==> src/rtl/fb_pkg.sv <==
// Shared types and constants for the framebuffer readout engine.
package fb_pkg;

  localparam int FB_WIDTH_DEF  = 320;
  localparam int FB_HEIGHT_DEF = 180;

  typedef enum logic [1:0] {
    IDLE,
    WAIT,
    FETCH,
    DONE
  } fb_readout_state_t;

  // First address of a framebuffer page; page 1 sits directly after page 0.
  function automatic int unsigned page_base(input logic pg, input int unsigned w,
                                            input int unsigned h);
    return pg ? (w * h) : 32'd0;
  endfunction

endpackage

==> src/rtl/delay_sr.sv <==
// Fixed-depth shift register used to match BRAM read latency.
module delay_sr #(
  parameter int DEPTH = 1,
  parameter int WIDTH = 1
) (
  input  logic             clk_sys,
  input  logic             rst_sys_n,
  input  logic [WIDTH-1:0] din,
  output logic [WIDTH-1:0] dout
);

  logic [WIDTH-1:0] stage_reg [DEPTH];

  always_ff @(posedge clk_sys or negedge rst_sys_n) begin
    if (!rst_sys_n) begin
      for (int i = 0; i < DEPTH; i++) stage_reg[i] <= '0;
    end else begin
      stage_reg[0] <= din;
      for (int i = 1; i < DEPTH; i++) stage_reg[i] <= stage_reg[i-1];
    end
  end

  assign dout = stage_reg[DEPTH-1];

endmodule

==> src/rtl/fb_readout.sv <==
// Framebuffer row readout with vertical scaling and BRAM latency matching.
// Define FB_READOUT_DBUF_EN for double-buffered page flipping.
module fb_readout
  import fb_pkg::*;
#(
  parameter int FB_WIDTH  = FB_WIDTH_DEF,
  parameter int FB_HEIGHT = FB_HEIGHT_DEF,
  parameter int ADDRW     = 17,
  parameter int SCALEW    = 6,
  parameter int BRAM_LAT  = 1
) (
  input  logic              clk_sys,
  input  logic              rst_sys_n,
  input  logic              frame_sys,
  input  logic              line_sys,
  input  logic              line0_sys,
  input  logic [SCALEW-1:0] scale,
  input  logic              swap_req,
  output logic              swap_ack,
  output logic              page,
  output logic [ADDRW-1:0]  fb_addr_read,
  output logic              fb_re,
  output logic              lb_en_in,
  output logic              frame_done,
  output logic              overrun
);

  localparam int PIXW = (FB_WIDTH > 1) ? $clog2(FB_WIDTH) : 1;
  localparam int ROWW = $clog2(FB_HEIGHT + 1);
  localparam logic [PIXW-1:0]  LAST_PIX = PIXW'(FB_WIDTH - 1);
  localparam logic [ROWW-1:0]  LAST_ROW = ROWW'(FB_HEIGHT - 1);
  localparam logic [ADDRW-1:0] ROW_STEP = ADDRW'(FB_WIDTH);

  fb_readout_state_t state_reg, state_next;
  logic [SCALEW-1:0] scale_m1_reg, scale_m1_next;
  logic [SCALEW-1:0] line_cnt_reg, line_cnt_next;
  logic [ROWW-1:0]   row_cnt_reg, row_cnt_next;
  logic [PIXW-1:0]   pix_cnt_reg, pix_cnt_next;
  logic [ADDRW-1:0]  row_base_reg, row_base_next;
  logic [ADDRW-1:0]  addr_reg, addr_next;
  logic              page_reg, page_next;
  logic              swap_ack_reg, swap_ack_next;
  logic              overrun_reg, overrun_next;
  logic [ADDRW-1:0]  base_now;

`ifdef FB_READOUT_DBUF_EN
  assign base_now = ADDRW'(page_base(page_reg, FB_WIDTH, FB_HEIGHT));
`else
  logic unused_swap_req;
  assign unused_swap_req = swap_req;
  assign base_now        = '0;
`endif

  always_ff @(posedge clk_sys or negedge rst_sys_n) begin
    if (!rst_sys_n) begin
      state_reg    <= IDLE;
      scale_m1_reg <= '0;
      line_cnt_reg <= '0;
      row_cnt_reg  <= '0;
      pix_cnt_reg  <= '0;
      row_base_reg <= '0;
      addr_reg     <= '0;
      page_reg     <= 1'b0;
      swap_ack_reg <= 1'b0;
      overrun_reg  <= 1'b0;
    end else begin
      state_reg    <= state_next;
      scale_m1_reg <= scale_m1_next;
      line_cnt_reg <= line_cnt_next;
      row_cnt_reg  <= row_cnt_next;
      pix_cnt_reg  <= pix_cnt_next;
      row_base_reg <= row_base_next;
      addr_reg     <= addr_next;
      page_reg     <= page_next;
      swap_ack_reg <= swap_ack_next;
      overrun_reg  <= overrun_next;
    end
  end

  always_comb begin
    state_next    = state_reg;
    scale_m1_next = scale_m1_reg;
    line_cnt_next = line_cnt_reg;
    row_cnt_next  = row_cnt_reg;
    pix_cnt_next  = pix_cnt_reg;
    row_base_next = row_base_reg;
    addr_next     = addr_reg;
    page_next     = page_reg;
    swap_ack_next = 1'b0;
    overrun_next  = overrun_reg;
    fb_re         = 1'b0;

    if (frame_sys) begin
      state_next    = IDLE;
      scale_m1_next = (scale == '0) ? '0 : scale - 1'b1;
      line_cnt_next = '0;
      row_cnt_next  = '0;
      overrun_next  = 1'b0;
`ifdef FB_READOUT_DBUF_EN
      if (swap_req) begin
        page_next     = ~page_reg;
        swap_ack_next = 1'b1;
      end
`endif
    end else if (line0_sys) begin
      row_base_next = base_now;
      addr_next     = base_now;
      row_cnt_next  = '0;
      line_cnt_next = '0;
      pix_cnt_next  = '0;
      state_next    = FETCH;
    end else if (line_sys && (state_reg == WAIT || state_reg == FETCH)) begin
      // A line boundary inside a fetch drops the rest of the row.
      if (state_reg == FETCH) overrun_next = 1'b1;
      if (line_cnt_reg == scale_m1_reg) begin
        line_cnt_next = '0;
        row_cnt_next  = row_cnt_reg + 1'b1;
        row_base_next = row_base_reg + ROW_STEP;
        if (row_cnt_reg == LAST_ROW) begin
          state_next = DONE;
        end else begin
          addr_next    = row_base_reg + ROW_STEP;
          pix_cnt_next = '0;
          state_next   = FETCH;
        end
      end else begin
        line_cnt_next = line_cnt_reg + 1'b1;
        state_next    = WAIT;
      end
    end else if (state_reg == FETCH) begin
      fb_re = 1'b1;
      if (pix_cnt_reg == LAST_PIX) begin
        state_next = WAIT;
      end else begin
        pix_cnt_next = pix_cnt_reg + 1'b1;
        addr_next    = addr_reg + 1'b1;
      end
    end
  end

  delay_sr #(
    .DEPTH(BRAM_LAT),
    .WIDTH(1)
  ) u_lb_delay (
    .clk_sys  (clk_sys),
    .rst_sys_n(rst_sys_n),
    .din      (fb_re),
    .dout     (lb_en_in)
  );

  assign fb_addr_read = addr_reg;
  assign page         = page_reg;
  assign swap_ack     = swap_ack_reg;
  assign overrun      = overrun_reg;
  assign frame_done   = (state_reg == DONE);

endmodule

==> config.mk <==
export PLATFORM = sky130hd
export DESIGN_NAME = fb_readout
export DESIGN_NICKNAME = d
export VERILOG_FILES = /design/src/rtl/fb_pkg.sv /design/src/rtl/delay_sr.sv /design/src/rtl/fb_readout.sv
export SDC_FILE = /design/constraint.sdc
export NUM_CORES = 1
export LEC_CHECK = 0
export BUFFER_PORTS_ARGS = -buffer_cell sky130_fd_sc_hd__buf_4
export CAP_MARGIN = 25
export CORE_MARGIN = 4
export CORE_UTILIZATION = 40
export CTS_CLUSTER_DIAMETER = 40
export CTS_CLUSTER_SIZE = 8
export DETAILED_ROUTE_END_ITERATION = 7
export HOLD_SLACK_MARGIN = 0.05
export PLACE_DENSITY = 0.6
export SYNTH_ARGS = -nofsm -noshare
export SYNTH_HDL_FRONTEND = slang
export SYNTH_HIERARCHICAL = 1
export SYNTH_SLANG_ARGS = --single-unit
==> constraint.sdc <==
create_clock -name clk_sys -period 6.15 [get_ports clk_sys]
set_input_delay 0.3075 -clock clk_sys [delete_from_list [all_inputs] [get_ports clk_sys]]
set_output_delay 0.3075 -clock clk_sys [all_outputs]
set_load 0.05 [all_outputs]
==> impl_metrics.csv, run 1 <==
group,metric,value,unit
outcome,run_status,"finished, final reports clean",
grt,grt_pass1_vias,3202,
clock_tree,cts_buffers,9,
route,wl,9219,um
synth,synth.distinct_cells,57,
grt,globalRouteTotalUtil,17.87,%
final_layout,fillerInstances,880,
grt,grt_pass1_wl,16030,um
final_layout,mostFrequentLayoutCells,"sky130_fd_sc_hd__dfrtp_1 (61), sky130_fd_sc_hd__nor2_1 (35), sky130_fd_sc_hd__nand2_1 (35), sky130_fd_sc_hd__buf_4 (32), sky130_fd_sc_hd__o21ai_0 (28)",
final_layout,post_route_cells_drive_above_1_share,14.19,%
route,avgViaCountPerCell,5.985,
final_layout,layout_nets,449,
place,detailedPlace.worstSlack,3.080,ns
final_layout,finish.utilization,46.51,%
pwr,power-per-cell-area,233.8,nW/um^2
setup_path,cp_data_required_time,6.37,ns
synth,post_synth_main_area_contributors,"sky130_fd_sc_hd__dfrtp_1 (41%), sky130_fd_sc_hd__o31ai_1 (4.1%), sky130_fd_sc_hd__o21ai_0 (3.8%)",
synth,yosysTopAreaCell,"sky130_fd_sc_hd__dfrtp_1",
setup_path,worst-setup-path-type,"flop to flop",
clock_tree,h_tree_depth,3,
route,routed_wire_length_per_instance,17.14,um
setup_path,worstSetupStartpointType,"flop",
route,detailedRoute.firstIterationViolations,199,
flow_run,drv_cap,0,
final_layout,area_growth_syn_to_layout,11.76,%
setup_path,critPathMaxFanout,18,
final_layout,sequential_area,1526,um^2
clock_tree,clock-sinks,61,
grt,grt_max_degree,62,
sta,fin_setup_tns,0,ns
floorplan,initial_core_util,41.61,%
route,ant_nets,0,
pwr,power.leakage,1.677,nW
clock_tree,clk_transition_reported_paths,0.07,ns
grt,grt_overflow,0,
sta,tightestPinTransition,0.9245,ns
route,detail_route.first_pass.iterations,4,
clock_tree,postCtsSetupBuffers,0,
sta,fin_skew,0.01051,ns
clock_tree,clk_latency,0.34,ns
sta,finalHoldViolCount,0,
sta,timing_max_transition_violations_final,0,
setup_path,category_of_the_worst_setup_path_capture_point,"flop",
place,hpwl,6250,um
synth,syn-mean-instance-area,9.025,um^2
clock_tree,post_cts_resized,0,
synth,post_syn_area,3682,um^2
synth,async_reset_ff_share,100.0,%
synth,synth_top_flop_cell,"sky130_fd_sc_hd__dfrtp_1",
sta,min_period,3.123,ns
route,drcViolationCount,0,
floorplan,num_io_pins,35,
setup_path,rr_worst_depth,8,
sta,hold-worst-slack,0.01641,ns
clock_tree,ctsLongestPathBuffers,2,
final_layout,layout.cell_area.non_filler,4115,um^2
place,gp_routability_congestion,0.8134,
final_layout,mostFrequentLayoutCell,"sky130_fd_sc_hd__dfrtp_1",
place,postPlaceCellArea,3963,um^2
floorplan,std_cell_rows,34,
floorplan,die-height,103.9,um
sta,slew_headroom,37.89,%
floorplan,design.die.area,10800,um^2
grt,number_of_antenna_violations_at_the_first_check_in_global_routing,0,
final_layout,multiInputGateArea,1991,um^2
sta,rsz0062_at_grt,"false",
hold_path,hold_class,"input port to asynchronous set/reset pin",
synth,ys.warnings.count,6,
clock_tree,tritoncts_clock_tree,"done",
clock_tree,cts_hold_buf,0,
sta,postLayoutSetupSlackWorst,3.027,ns
place,port-buffer-count,31,
clock_tree,ctsRootBufferMaster,"sky130_fd_sc_hd__clkbuf_8",
floorplan,die_w,103.9,um
sta,min_period_over_period,50.79,%
pwr,ir_drop,0.1089,mV
synth,ys_seq_elements,61,
route,dr_total_vias,3220,
final_layout,antenna_cells_inserted,0,
synth,synthesis.instances,408,
synth,yosysSeqAreaShare,41.45,%
sta,max_clock_freq,320.2,MHz
sta,finalSetupViolCount,0,
synth,synth_largest_type_area_fraction,41.45,%
setup_path,critical_path_arrival,3.34,ns
final_layout,largest_reg_flops,17,
synth,synth-edff-count,0,
floorplan,core_region_area,8848,um^2
cell usage after synthesis, types with 3 or more instances:
| cell type | instances |
|---|---|
| sky130_fd_sc_hd__or3_1 | 3 |
| sky130_fd_sc_hd__nand2_1 | 35 |
| sky130_fd_sc_hd__a31oi_1 | 9 |
| sky130_fd_sc_hd__xnor2_1 | 15 |
| sky130_fd_sc_hd__o2bb2ai_1 | 5 |
| sky130_fd_sc_hd__nand2b_1 | 3 |
| sky130_fd_sc_hd__nor2_1 | 35 |
| sky130_fd_sc_hd__o41ai_1 | 4 |
| sky130_fd_sc_hd__a21oi_1 | 17 |
| sky130_fd_sc_hd__dfrtp_1 | 61 |
| sky130_fd_sc_hd__clkbuf_1 | 14 |
| sky130_fd_sc_hd__ha_1 | 9 |
| sky130_fd_sc_hd__o31ai_2 | 6 |
| sky130_fd_sc_hd__o31ai_1 | 20 |
| sky130_fd_sc_hd__a41oi_1 | 4 |
| sky130_fd_sc_hd__and3_1 | 7 |
| sky130_fd_sc_hd__o22ai_1 | 3 |
| sky130_fd_sc_hd__nor3_1 | 21 |
| sky130_fd_sc_hd__buf_1 | 3 |
| sky130_fd_sc_hd__xor2_1 | 6 |
| sky130_fd_sc_hd__inv_1 | 10 |
| sky130_fd_sc_hd__nand4_1 | 9 |
| sky130_fd_sc_hd__nand3_1 | 18 |
| sky130_fd_sc_hd__a22oi_1 | 5 |
| sky130_fd_sc_hd__o21ai_0 | 28 |
| sky130_fd_sc_hd__nor4_1 | 6 |
| sky130_fd_sc_hd__buf_2 | 5 |
| sky130_fd_sc_hd__o22a_1 | 3 |
| sky130_fd_sc_hd__xnor2_2 | 3 |
per-layer routing:
metal  wire length, um  GRT usage, %  share of wire, %
met1              4354         24.55                47
met2              4322         28.09                47
met3               432         4.221               4.7
met4               110         5.223               1.2
met5                 0             0                 0
final timing paths:
| check | start | slack, ns | endpoint |
|---|---|---|---|
| setup reg to reg | state_reg[0]$_DFFE_PN0P_ | 3.03 | pix_cnt_reg[5]$_DFFE_PN0P_ |
| max in group asynchronous | rst_sys_n | 5.56 | pix_cnt_reg[5]$_DFFE_PN0P_ |
| hold / removal | rst_sys_n | 0.02 | fb_addr_read[2]$_DFFE_PN0P_ |
| setup / recovery | state_reg[0]$_DFFE_PN0P_ | 3.03 | pix_cnt_reg[5]$_DFFE_PN0P_ |
| min in group clk_sys | scale[0] | 0.15 | scale_m1_reg[0]$_DFFE_PN0P_ |
| hold reg to reg | scale_m1_reg[4]$_DFFE_PN0P_ | 0.53 | scale_m1_reg[4]$_DFFE_PN0P_ |
cell families after synthesis:
logic type	synth area share (%)
AOI/OAI and AO/OA	23.82
xor gates and xnor gates	6.320
adders and majority gates	3.058
buffers and inverters	4.655
DFF	41.45
muxes	0.5437
other	0.1018
and+or+nand+nor	20.05
report_power, final:
group          switching (W)  internal, W
Combinational       0.000133    0.0000675
Clock               0.000152     0.000148
Sequential         0.0000332     0.000428
Total               0.000319     0.000643
layout make-up:
class	count	area share, %
clock inverters	3	0.3649
multi-input cells	310	48.37
repair buffers	34	6.446
inverters	12	1.095
clock buffers	10	3.344
flip-flops and latches	61	37.09
well taps	108	3.284
metrics by stage:
| stage | std cells | total power [W] |
|---|---|---|
| after floorplan | 409 | 0.0006065 |
| after global placement | 523 | 0.0006634 |
| after detailed placement | 525 | 0.0006698 |
| after CTS | 538 | 0.0009700 |
| after global routing | 538 | 0.001013 |
| final | 538 | 0.0009622 |
critical path, stage by stage, from the launching register on:
cell and delay [ns]:
sky130_fd_sc_hd__dfrtp_1 0.37, sky130_fd_sc_hd__inv_1 0.06, sky130_fd_sc_hd__ha_1 0.29, sky130_fd_sc_hd__nand2b_1 0.59
sky130_fd_sc_hd__o211ai_1 0.26, sky130_fd_sc_hd__o311a_1 0.36, sky130_fd_sc_hd__buf_8 0.24, sky130_fd_sc_hd__or3_4 0.48
sky130_fd_sc_hd__o41ai_1 0.35
(Power assumes the default switching activity.)
==> run 2: changes to the inputs <==
clock period = 3.3 ns   (was 6.15 ns; I/O delays follow)
==> run 2 against run 1 <==
Final cell count increased by 1.3%. Largest cell class unchanged. Worst setup slack got worse by 2.3 ns. Non-clock buffer count increased by 5. Via count decreased by 0.12%. Sequential power increased by 87%. First-iteration DRC count decreased by 7.0%. Core utilization increased by 0.89 points. Clock power increased by 130%.
==> impl_metrics.csv, run 2 (synthesis gave the netlist of run 1 again) <==
group,metric,value,unit
setup_path,worst-setup-path-type,"flop to flop",
route,detail_route.first_pass.iterations,5,
hold_path,hold_class,"input port to flop",
final_layout,area_growth_syn_to_layout,13.90,%
route,detailedRoute.firstIterationViolations,185,
grt,grt_overflow,0,
sta,timing_max_transition_violations_final,0,
route,ant_nets,0,
clock_tree,clk_transition_reported_paths,0.07,ns
setup_path,critPathMaxFanout,13,
setup_path,crit_path_end,"pix_cnt_reg[5]$_DFFE_PN0P_",
grt,grt_max_degree,62,
sta,max_clock_freq,391.8,MHz
setup_path,critical_path_arrival,2.78,ns
sta,fin_skew,0.006215,ns
setup_path,critical_path.reg2reg.endpoint,"pix_cnt_reg[5]$_DFFE_PN0P_",
sta,min_period,2.552,ns
floorplan,die-height,103.9,um
route,wl,9362,um
setup_path,category_of_the_worst_setup_path_capture_point,"flop",
clock_tree,clk_latency,0.34,ns
place,hpwl,6301,um
place,gp_routability_congestion,0.8194,
floorplan,core_region_area,8848,um^2
final_layout,mostFrequentLayoutCells,"sky130_fd_sc_hd__dfrtp_1 (61), sky130_fd_sc_hd__buf_4 (37), sky130_fd_sc_hd__nor2_1 (35), sky130_fd_sc_hd__nand2_1 (35), sky130_fd_sc_hd__o21ai_0 (28)",
floorplan,design.die.area,10800,um^2
route,avgViaCountPerCell,5.901,
sta,tightestPinTransition,0.7991,ns
floorplan,std_cell_rows,34,
sta,finalHoldViolCount,0,
sta,rsz0062_at_grt,"false",
route,drcViolationCount,0,
clock_tree,postCtsSetupBuffers,0,
flow_run,drv_cap,0,
setup_path,origin_of_the_worst_setup_path,"state_reg[0]$_DFFE_PN0P_",
final_layout,post_route_cells_drive_above_1_share,15.10,%
floorplan,die_w,103.9,um
sta,slew_headroom,46.73,%
sta,fin_setup_tns,0,ns
setup_path,cp_data_required_time,3.53,ns
place,post-place-cells,528,
floorplan,num_io_pins,35,
setup_path,worstSetupStartpointType,"flop",
final_layout,largest_reg_flops,17,
pwr,ir_drop,0.2512,mV
grt,grt_pass1_vias,3098,
final_layout,mostFrequentLayoutCell,"sky130_fd_sc_hd__dfrtp_1",
outcome,run_status,"finished, final reports clean",
final_layout,layoutNonFillerInstCount,545,
setup_path,rr_worst_depth,7,
clock_tree,h_tree_depth,3,
clock_tree,tritoncts_clock_tree,"done",
route,routed_wire_length_per_instance,17.18,um
clock_tree,post_cts_resized,0,
setup_path,reg2reg_setup_slack,0.75,ns
clock_tree,clock-sinks,61,
pwr,power-per-cell-area,458.0,nW/um^2
pwr,power.leakage,1.716,nW
final_layout,layout_nets,454,
sta,min_period_over_period,77.34,%
floorplan,initial_core_util,41.61,%
sta,finalSetupViolCount,0,
clock_tree,ctsLongestPathBuffers,2,
grt,grt_pass1_wl,15860,um
grt,globalRouteTotalUtil,17.54,%
clock_tree,ctsRootBufferMaster,"sky130_fd_sc_hd__clkbuf_8",
final_layout,antenna_cells_inserted,0,
place,port-buffer-count,31,
clock_tree,cts_buffers,9,
setup_path,r2r-start,"state_reg[0]$_DFFE_PN0P_",
grt,number_of_antenna_violations_at_the_first_check_in_global_routing,0,
route,dr_total_vias,3216,
[run 2: area by class of cell]
cell class	count	area [um^2]
sequential	61	1526
inverter	12	45.04
timing repair buffer	39	297.8
clock inverter	4	47.55
fill	858	4654
clock buffer	11	151.4
tap	108	135.1
multi-input combinational	310	1991
[run 2: repair_timing]
action                                  4_1_cts  5_1_grt
hold buffers                                  2        0
hold endpoints to repair                     62        0
endpoints found under the setup margin        0        0
[run 2: worst min path at each step]
stage | to | startpoint | slack [ns] | depth (start not counted)
floorplan | fb_addr_read[0]$_DFFE_PN0P_ | rst_sys_n | -0.13 | 0
global placement | fb_addr_read[4]$_DFFE_PN0P_ | rst_sys_n | 0.31 | 1
detailed placement | fb_addr_read[4]$_DFFE_PN0P_ | rst_sys_n | 0.31 | 1
CTS | scale_m1_reg[4]$_DFFE_PN0P_ | scale[4] | 0.11 | 3
global route | scale_m1_reg[2]$_DFFE_PN0P_ | scale[2] | 0.15 | 3
finish | scale_m1_reg[4]$_DFFE_PN0P_ | scale[4] | 0.12 | 3
[run 2: where the power goes]
| group | leakage, nW | internal, W | switching [W] |
|---|---|---|---|
| clock | 0.101 | 0.000383 | 0.000300 |
| combinational | 0.787 | 0.000128 | 0.000250 |
| sequential | 0.827 | 0.000797 | 0.0000631 |
[run 2: worst max-delay path, cell delays in order, from the launching register on]
cell	delay (ns)
sky130_fd_sc_hd__dfrtp_1	0.37
sky130_fd_sc_hd__inv_1	0.05
sky130_fd_sc_hd__ha_1	0.30
sky130_fd_sc_hd__nor2b_2	0.33
sky130_fd_sc_hd__o21ai_1	0.20
sky130_fd_sc_hd__o311a_1	0.35
sky130_fd_sc_hd__or3_4	0.48
sky130_fd_sc_hd__o41ai_1	0.34
[run 2: per-stage QoR]
stage          util (%)  cell area (um^2)  power [W]  hold WS, ns  setup slack (ns)
2_1_floorplan         -              3686   0.001130      -0.1306            0.9821
3_3_place_gp      44.92              3975   0.001244       0.3089            0.8496
3_5_place_dp      44.92              3975   0.001251       0.3110            0.7803
4_1_cts           47.40              4194   0.001943       0.1122            0.7635
5_1_grt           47.40              4194   0.002021       0.1466            0.6651
6_report          47.40              4194   0.001921       0.1203            0.7477
[run 2: metal layers]
metal | part of all wire, % | routed length [um] | GRT usage [%] | vias up
met1 | 48 | 4497 | 24.24 | 1562
li1 | - | - | - | 1566
met3 | 4.3 | 403 | 4.097 | 13
met5 | 0 | 0 | 0 | -
met2 | 46 | 4303 | 27.30 | 75
met4 | 1.7 | 157 | 5.318 | 0
==> run 3: changes to the inputs <==
ABC_AREA = 1   (was not set)
PLACE_DENSITY = 0.62   (was 0.6)
clock period = 2.2 ns   (was 3.3 ns; I/O delays follow)
==> run 3 against run 2 <==
First-iteration DRC count decreased by 2.2%. Worst setup slack got worse by 0.50 ns. Register-to-register slack lost 0.50 ns. Sequential cell count stayed put. Clock power increased by 28%. Critical endpoint is now pix_cnt_reg[4]$_DFFE_PN0P_. Fmax rose by 31%. Global-route usage shrank 1.2 points. Area after synthesis is 4.5% higher. Synthesized cell count grew 35%. Core utilization hardly changed. Non-clock buffer count increased by 1. Largest cell class unchanged. Design area increased by 4.9%.
==> impl_metrics.csv, run 3 <==
group,metric,value,unit
sta,tightestPinTransition,0.7860,ns
setup_path,max_stage_delay,0.35,ns
synth,post-synth-top-count-cell,"sky130_fd_sc_hd__nand2_1",
grt,grt_pass1_vias,3250,
grt,grt_max_degree,62,
setup_path,cp_data_required_time,2.48,ns
synth,synth.distinct_cells,36,
route,detailedRoute.firstIterationViolations,181,
synth,yosysTopAreaCell,"sky130_fd_sc_hd__dfrtp_1",
sta,timing_max_transition_violations_final,0,
setup_path,cp_num_buf_inv,2,
outcome,run_status,"finished, final reports clean",
clock_tree,clk_latency,0.34,ns
final_layout,largest_reg_flops,17,
synth,post_syn_area,3849,um^2
place,port-buffer-count,31,
route,route.top_layer_used,"met4",
floorplan,design.die.area,11260,um^2
hold_path,hold_class,"input port to flop",
sta,fin_skew,0.004768,ns
route,detail_route.first_pass.iterations,4,
setup_path,worstSetupStartpointType,"flop",
grt,number_of_antenna_violations_at_the_first_check_in_global_routing,0,
route,met2_wirelength,3952,um
clock_tree,ctsRootBufferMaster,"sky130_fd_sc_hd__clkbuf_8",
grt,globalRouteTotalUtil,16.35,%
sta,max_clock_freq,512.5,MHz
place,hpwl,6061,um
pwr,clkPwrFrac,29.6,%
clock_tree,clock-sinks,61,
floorplan,die_w,106.1,um
route,dr_total_vias,3451,
final_layout,mostFrequentLayoutCell,"sky130_fd_sc_hd__nand2_1",
synth,synth_top_flop_cell,"sky130_fd_sc_hd__dfrtp_1",
route,routed_wire_length_per_instance,11.92,um
synth,post_synth_main_area_contributors,"sky130_fd_sc_hd__dfrtp_1 (40%), sky130_fd_sc_hd__nand2_1 (20%), sky130_fd_sc_hd__inv_1 (5.9%)",
pwr,power.leakage,2.173,nW
route,avgViaCountPerCell,4.786,
clock_tree,cts_hold_buf,3,
synth,syn-mean-instance-area,6.998,um^2
synth,yosysSeqAreaShare,39.66,%
clock_tree,h_tree_depth,3,
flow_run,drv_cap,0,
sta,slew_headroom,47.60,%
synth,ys_seq_elements,61,
final_layout,layout.cell_area.non_filler,4399,um^2
setup_path,critical_path.cell_chain,"inv_1 -> ha_1 -> nor2_4 -> inv_2 -> nor2_2 -> nand2_1 -> nand4_4 -> nand2_1 -> nand2_1",
sta,finalHoldViolCount,0,
floorplan,die-height,106.1,um
setup_path,worst-setup-path-type,"flop to flop",
route,ant_nets,0,
route,wl,8593,um
grt,grt_overflow,0,
sta,min_period,1.951,ns
final_layout,mostFrequentLayoutCells,"sky130_fd_sc_hd__nand2_1 (204), sky130_fd_sc_hd__inv_1 (61), sky130_fd_sc_hd__dfrtp_1 (61), sky130_fd_sc_hd__nor2_1 (50), sky130_fd_sc_hd__buf_4 (36)",
setup_path,timing.critical_path.max_delay_family,"simple AND/OR/NAND/NOR gates",
floorplan,std_cell_rows,35,
route,drcViolationCount,0,
setup_path,cpMaxStageDelayCell,"sky130_fd_sc_hd__dfrtp_1",
pwr,power.combinational.fraction,25.2,%
sta,rsz0062_at_grt,"false",
synth,synthesis.instances,550,
synth,ys.warnings.count,6,
route,wl_met1,4226,um
sta,finalSetupViolCount,0,
sta,min_period_over_period,88.69,%
pwr,ir_drop,0.3809,mV
pwr,swShare,35.99,%
floorplan,num_io_pins,35,
synth,synth-edff-count,0,
clock_tree,post_cts_resized,0,
pwr,internal-power,0.001888,W
place,postPlaceCellArea,4210,um^2
floorplan,initial_core_util,41.46,%
clock_tree,cts_buffers,9,
synth,synth_largest_type_area_fraction,39.66,%
floorplan,core_region_area,9284,um^2
clock_tree,clk_transition_reported_paths,0.07,ns
pwr,netSwitchingPower,0.001061,W
place,gp_routability_congestion,0.8233,
clock_tree,ctsLongestPathBuffers,2,
setup_path,critPathMaxFanout,26,
synth,ys_top_cells_by_count,"sky130_fd_sc_hd__nand2_1 (204), sky130_fd_sc_hd__dfrtp_1 (61), sky130_fd_sc_hd__inv_1 (61)",
setup_path,critical_path.most_common_cell,"sky130_fd_sc_hd__nand2_1",
clock_tree,tritoncts_clock_tree,"done",
pwr,total_power,0.002949,W
setup_path,critical_path_arrival,2.23,ns
sta,fin_setup_tns,0,ns
pwr,sequential_group_share_of_total_power,45.3,%
grt,grt_pass1_wl,15090,um
route,route.met3.wl,283,um
clock_tree,postCtsSetupBuffers,0,
setup_path,category_of_the_worst_setup_path_capture_point,"flop",
final_layout,antenna_cells_inserted,0,
sta,hold-worst-slack,0.06622,ns
pwr,power-per-cell-area,670.4,nW/um^2
setup_path,reg2reg_setup_slack,0.25,ns
final_layout,post_route_cells_drive_above_1_share,12.67,%
final_layout,area_growth_syn_to_layout,14.30,%
final_layout,layout_nets,609,
synth,async_reset_ff_share,100.0,%
==> run 3: changes by cell type after synthesis, sizes merged, moves of 7 or more <==
cell / change
a31oi: -9
and3: -7
clkbuf: -13
inv: +57
nand2: +172
nand3: +17
nor2: +26
nor3: -9
o31ai: -24
xnor2: -12
==> run 3: path summary, 6_finish.rpt <==
path | from | endpoint | cells past startpoint
hold reg to reg | row_base_reg[16]$_DFFE_PN0P_ | row_base_reg[16]$_DFFE_PN0P_ | 2
setup / recovery | state_reg[0]$_DFFE_PN0P_ | pix_cnt_reg[4]$_DFFE_PN0P_ | 9
min in group asynchronous | rst_sys_n | fb_addr_read[13]$_DFFE_PN0P_ | 2
max in group asynchronous | rst_sys_n | scale_m1_reg[2]$_DFFE_PN0P_ | 2
setup reg to reg | state_reg[0]$_DFFE_PN0P_ | pix_cnt_reg[4]$_DFFE_PN0P_ | 9
hold / removal | scale[5] | scale_m1_reg[5]$_DFFE_PN0P_ | 3
==> run 3: area by class of cell <==
type,count,area [um^2]
fillers,974,4885
multi-input cells,409,1981
flip-flops and latches,61,1526
repair buffers,40,320.3
inverters,67,251.5
well taps,129,161.4
clock buffers,13,148.9
clock inverters,2,10.01
==> run 3: layer usage <==
layer  track usage [%]  up-vias
li1                  -     1807
met1             22.28     1566
met2             25.91       65
met3             3.279       13
met4             5.643        0
met5                 0        -
==> run 3: through the flow <==
| stage | util [%] | cells | worst slack (ns) |
|---|---|---|---|
| floorplan | - | 551 | 0.07025 |
| global placement | 45.35 | 703 | 0.2779 |
| detailed placement | 45.35 | 703 | 0.2489 |
| CTS | 47.39 | 721 | 0.2424 |
| global route | 47.39 | 721 | 0.03929 |
| finish | 47.39 | 721 | 0.2488 |
==> run 3: power by group through the flow <==
stage | combinational, W | sequential (W) | clock [W]
finish | 0.000742 | 0.00133 | 0.000872
global route | 0.000830 | 0.00135 | 0.000943
CTS | 0.000754 | 0.00133 | 0.000900
detailed placement | 0.000747 | 0.00135 | 0
global placement | 0.000737 | 0.00135 | 0
floorplan | 0.000387 | 0.00149 | 0
==> run 3: tightest hold or removal path, cell delays in order <==
cell and delay (ns):
sky130_fd_sc_hd__buf_4 0.09, sky130_fd_sc_hd__xnor2_1 0.10, sky130_fd_sc_hd__o22ai_1 0.06
==> run 3: kinds of logic (layout without fill, tap and decap cells) <==
kind of cell / Yosys count / after routing / share of synthesized area [%]
other: 1 / 2 / 0.09744
adder cells (fa/ha/maj): 9 / 9 / 2.926
XOR/XNOR: 17 / 17 / 3.869
AND/OR/NAND/NOR: 327 / 327 / 36.67
AO/OA/AOI/OAI: 54 / 54 / 7.803
buffers and inverters: 81 / 122 / 8.973
flip-flops: 61 / 61 / 39.66
